<file path="config.mk">
export PLATFORM = sky130hd
export DESIGN_NAME = clock_set_controller
export DESIGN_NICKNAME = d
export VERILOG_FILES = /design/src/rtl/clock_set_controller.sv
export SDC_FILE = /design/constraint.sdc
export NUM_CORES = 1
export LEC_CHECK = 0
export CORE_UTILIZATION = 50
export DETAILED_ROUTE_END_ITERATION = 10
export GPL_ROUTABILITY_DRIVEN = 0
export HOLD_SLACK_MARGIN = 0.02
export PLACE_DENSITY = 0.65
export SYNTH_ARGS = -nofsm -noshare
export SYNTH_HDL_FRONTEND = slang
export SYNTH_SLANG_ARGS = --single-unit
</file>
<file path="constraint.sdc">
create_clock -name clk -period 3.88 [get_ports clk]
set_clock_uncertainty 0.15 [all_clocks]
set_input_delay 1.164 -clock clk [delete_from_list [all_inputs] [get_ports clk]]
set_output_delay 1.164 -clock clk [all_outputs]
set_load 0.03 [all_outputs]
</file>
<file path="src/rtl/clock_set_controller.sv">
// clock_set_controller: key debounce + RUN/SET_MIN/SET_HOUR mode FSM with plus/minus auto-repeat pulses and idle timeout (clk, reset, key[3:0] active-low -> mode[1:0], plus, minus, run_enable)
module clock_set_controller #(
    parameter int DEBOUNCE_CYCLES = 1_000_000,
    parameter int HOLD_CYCLES     = 25_000_000,
    parameter int REPEAT_CYCLES   = 5_000_000,
    parameter int TIMEOUT_CYCLES  = 500_000_000
) (
    input  logic       clk,
    input  logic       reset,
    input  logic [3:0] key,
    output logic [1:0] mode,
    output logic       plus,
    output logic       minus,
    output logic       run_enable
);
    localparam int DW = $clog2(DEBOUNCE_CYCLES + 1);
    localparam int HW = $clog2(HOLD_CYCLES + 1);
    localparam int IW = $clog2(TIMEOUT_CYCLES + 1);
    typedef enum logic [1:0] {RUN = 2'b00, SET_MIN = 2'b01, SET_HOUR = 2'b10} mode_t;
    mode_t st, st_nxt;
    logic [3:0] s1, s2, lvl, deb, deb_q, press;
    logic [DW-1:0] dc [4];
    logic [HW-1:0] hp, hm;
    logic [IW-1:0] ic;
    logic arm_p, arm_m, mce, set, idle, tmo, ok_p, ok_m, act_p, act_m;
    always_comb begin
        lvl = ~s2;
        press = deb & ~deb_q;
        mce = press[3] | press[0];
        set = st != RUN;
        idle = set && deb == 4'b0;
        tmo = idle && ic == IW'(TIMEOUT_CYCLES - 1);
        ok_p = (arm_p | press[2]) & deb[2] & set & ~mce;
        ok_m = (arm_m | press[1]) & deb[1] & set & ~mce;
        act_p = ok_p & ~deb[1];
        act_m = ok_m & ~deb[2];
        st_nxt = press[0] ? RUN :
                 press[3] ? (st == RUN ? SET_MIN : st == SET_MIN ? SET_HOUR : RUN) :
                 tmo ? RUN : st;
    end
    always_ff @(posedge clk) begin
        if (reset) begin
            s1 <= '1;
            s2 <= '1;
            deb <= '0;
            deb_q <= '0;
            for (int i = 0; i < 4; i++) dc[i] <= '0;
            hp <= '0;
            hm <= '0;
            arm_p <= 1'b0;
            arm_m <= 1'b0;
            ic <= '0;
            st <= RUN;
            plus <= 1'b0;
            minus <= 1'b0;
            run_enable <= 1'b1;
        end else begin
            s1 <= key;
            s2 <= s1;
            deb_q <= deb;
            for (int i = 0; i < 4; i++) begin
                deb[i] <= (lvl[i] != deb[i] && dc[i] == DW'(DEBOUNCE_CYCLES - 1)) ? lvl[i] : deb[i];
                dc[i] <= (lvl[i] == deb[i] || dc[i] == DW'(DEBOUNCE_CYCLES - 1)) ? '0 : dc[i] + 1'b1;
            end
            hp <= act_p ? (hp == HW'(HOLD_CYCLES) ? HW'(HOLD_CYCLES - REPEAT_CYCLES + 1) : hp + 1'b1) : '0;
            hm <= act_m ? (hm == HW'(HOLD_CYCLES) ? HW'(HOLD_CYCLES - REPEAT_CYCLES + 1) : hm + 1'b1) : '0;
            plus <= act_p & (press[2] | hp == HW'(HOLD_CYCLES));
            minus <= act_m & (press[1] | hm == HW'(HOLD_CYCLES));
            arm_p <= ok_p;
            arm_m <= ok_m;
            ic <= (idle && !tmo) ? ic + 1'b1 : '0;
            st <= st_nxt;
            run_enable <= st_nxt == RUN;
        end
    end
    assign mode = st;
endmodule

</file>
==> summary.txt <==
Distinct cells, synth -> 38
Sinks on Clock Net -> 182
RSZ-0062 raised after global routing -> no
CP max FO -> 16
Largest net degree at the start of global routing -> 24
Crit. Startpoint -> reset
CTS max path bufs -> 2
# rows -> 45
Yosys warning total -> 0
Tcrit/Tclk final -> 0.790
Seq/Total Area, Yosys -> 0.471
Fin Setup TNS -> 0 ps
Finished Layout Cells -> 1106
#FFs+latches synth -> 182
Reg2reg start -> dc[2][0]
Vias per inst -> 5.14
Maxcap violations -> 0
CP Launch Type -> input pin
Die Area -> 16000 sq um
Post-synth EDFFs -> 0
Critical path class -> in -> reg
Hold Path End -> s2[0]
VDD IR max -> 0.316 mV
Flop2flop setup slack -> 1360 ps
Clk slew on worst S/H paths -> 70 ps
Synth top area share -> 0.471
Top cells by area, synth -> dfxtp_1, xor2_1, nor2_1, xnor2_1, nand3_1
Most frequent cell after synthesis -> nor2_1
Total GRT Usage -> 0.180
Wire per inst -> 12.0 microns
Crit. End Element -> register
Antenna violations before repair -> 0
Hold path depth -> 1
IO buf count -> 10
Hold Vio Cnt, Final -> 0
Worst R2R End -> dc[2][6]
CTS tree -> done
Status -> completed
Cell Pwr Density -> 414 nW/um^2
Syn Area/Cell -> 8.64 sq um
Clock Latency Late Sink -> 430 ps
Root buf cell -> clkbuf_16
Syn Std Cell Area -> 7740 sq um
Syn_nets -> 911
Worst hold path startpoint -> s1[0]
Residual DRC -> 0
Worst EP arrival -> 3270 ps
DIE WIDTH -> 126 microns
Worst Max-Slew Pin Slew -> 898 ps
Hold Path Class -> reg -> reg
Final setup viols -> 0
Total gr overflow -> 0
Number of global-route vias before repair -> 5217
Req. time, crit path -> 4080 ps
ANT cells -> 0
Die Span Y -> 126 microns
Synthesized instance count -> 896
Fin crit period -> 3070 ps
CTS hold repair buffers -> 0
CTS H-tree lvls -> 4
Layout net count -> 920
Layout cell share with drive strength beyond 1 -> 0.0545
Dominant synthesized flop cell -> dfxtp_1
Post-CTS Resized -> 0
Num CTS Buffers -> 17
Fillers -> 1385
Ys async rst share -> 0
Syn-to-layout area delta -> 10.7%
Post-CTS setup buffer count -> 0
Post-synth top area cell -> dfxtp_1
Leak -> 2.65 nW
F_max -> 326 MHz
Placeable core area -> 15100 sq um
Post-route ant nets -> 0
DP HPWL -> 8980 microns
Ports -> 11
Slew headroom -> 0.396
First-pass GRT wire length -> 23700 microns
First-pass DRT Iterations -> 4
Synth top cells by count -> nor2_1, dfxtp_1, xor2_1, nand3_1, nand2_1
Placed cell count -> 1074
Final Max Tran Viols -> 0
First DRT Iteration DRCs -> 313
R2R depth -> 6
Initial Utilization -> 0.511
Tot Pwr -> 3.54 mW
Routed vias -> 5682
Routed WL -> 13300 microns
## area by class of cell
type / count / area (sq um) / area share
tap: 188 / 235 / 0.0275
sequential: 182 / 3640 / 0.425
clock inverter: 11 / 101 / 0.0118
inverter: 23 / 86.3 / 0.0101
clock buffer: 21 / 470 / 0.0549
multi-input combinational: 667 / 3900 / 0.455
timing repair buffer: 14 / 130 / 0.0152
## logic make-up (layout without fill, tap and decap cells)
kind of cell	Yosys count	count (layout)	share of synthesized area
AOI/OAI and AO/OA	34	34	0.0239
xor gates and xnor gates	142	142	0.161
adders and majority gates	9	9	0.0145
buffers and inverters	47	69	0.0257
DFF	182	182	0.471
muxes	1	1	0.00129
and+or+nand+nor	481	481	0.303
## worst max-delay path by stage
stage,end,slack [ps],depth (start not counted)
floorplan,hm[12],1110,6
global placement,hm[5],380,5
detailed placement,hp[3],320,5
CTS,hp[3],770,5
global route,hm[7],670,5
finish,hm[12],810,5
## worst max-delay path, stage by stage
cell and delay, ps:
clkdlybuf4s50_1 470, or4_4 590, or3_1 370, nand2b_1 460, nor2_1 210
## layout by cell type, fill, tap and decap left out, types with 2 or more instances in the layout
cell type | synthesis | layout
ha_1 | 9 | 9
nand4_1 | 42 | 42
xnor2_1 | 53 | 53
dfxtp_1 | 182 | 182
inv_1 | 23 | 23
nor4b_1 | 6 | 6
xor2_1 | 89 | 89
or4b_2 | 2 | 2
nand3_1 | 69 | 69
clkinv_4 | 0 | 5
nand4b_1 | 3 | 3
nand3b_1 | 3 | 3
nor2_1 | 191 | 191
buf_4 | 0 | 4
nor3_1 | 27 | 27
nand2b_1 | 2 | 2
nor2b_1 | 5 | 5
or4_1 | 2 | 2
and4_1 | 10 | 10
o21ai_0 | 11 | 10
clkinv_2 | 0 | 4
clkdlybuf4s50_1 | 0 | 10
or2_2 | 11 | 11
and3_1 | 18 | 18
clkbuf_16 | 0 | 17
or3_1 | 12 | 12
a211oi_1 | 3 | 3
a21oi_1 | 16 | 16
nand2_1 | 57 | 57
clkbuf_8 | 0 | 3
nor4_1 | 16 | 16
## power breakdown
part           leakage (nW)  switching [mW]  internal, mW
Sequential             1.47         0.00302          1.87
Combinational         0.898          0.0121       0.00962
Clock                 0.283           0.709         0.935
## layer usage
layer  track usage  part of all wire  up-vias
li1              -                 -     3046
met1         0.243              0.52     2564
met2         0.282              0.44       61
met3        0.0434             0.028       11
met4        0.0624            0.0099        0
met5             0                 0        -
## sequential cells by signal, indices dropped and copies added, names as in the netlist, 2 cells and up
register / cells
mode: 2
deb: 4
dc: 80
deb_q: 4
s2: 4
hp: 25
ic: 29
s1: 4
hm: 25
## metrics by stage
step / setup slack [ps] / hold slack [ps] / util / instance area [sq um]
after floorplan: 1110 / 239 / - / 7740
after global placement: 378 / 244 / 0.528 / 7990
after detailed placement: 317 / 253 / 0.528 / 7990
after CTS: 770 / 268 / 0.566 / 8570
after global routing: 672 / 290 / 0.566 / 8570
final: 813 / 269 / 0.566 / 8570
(Power assumes the default switching activity.)
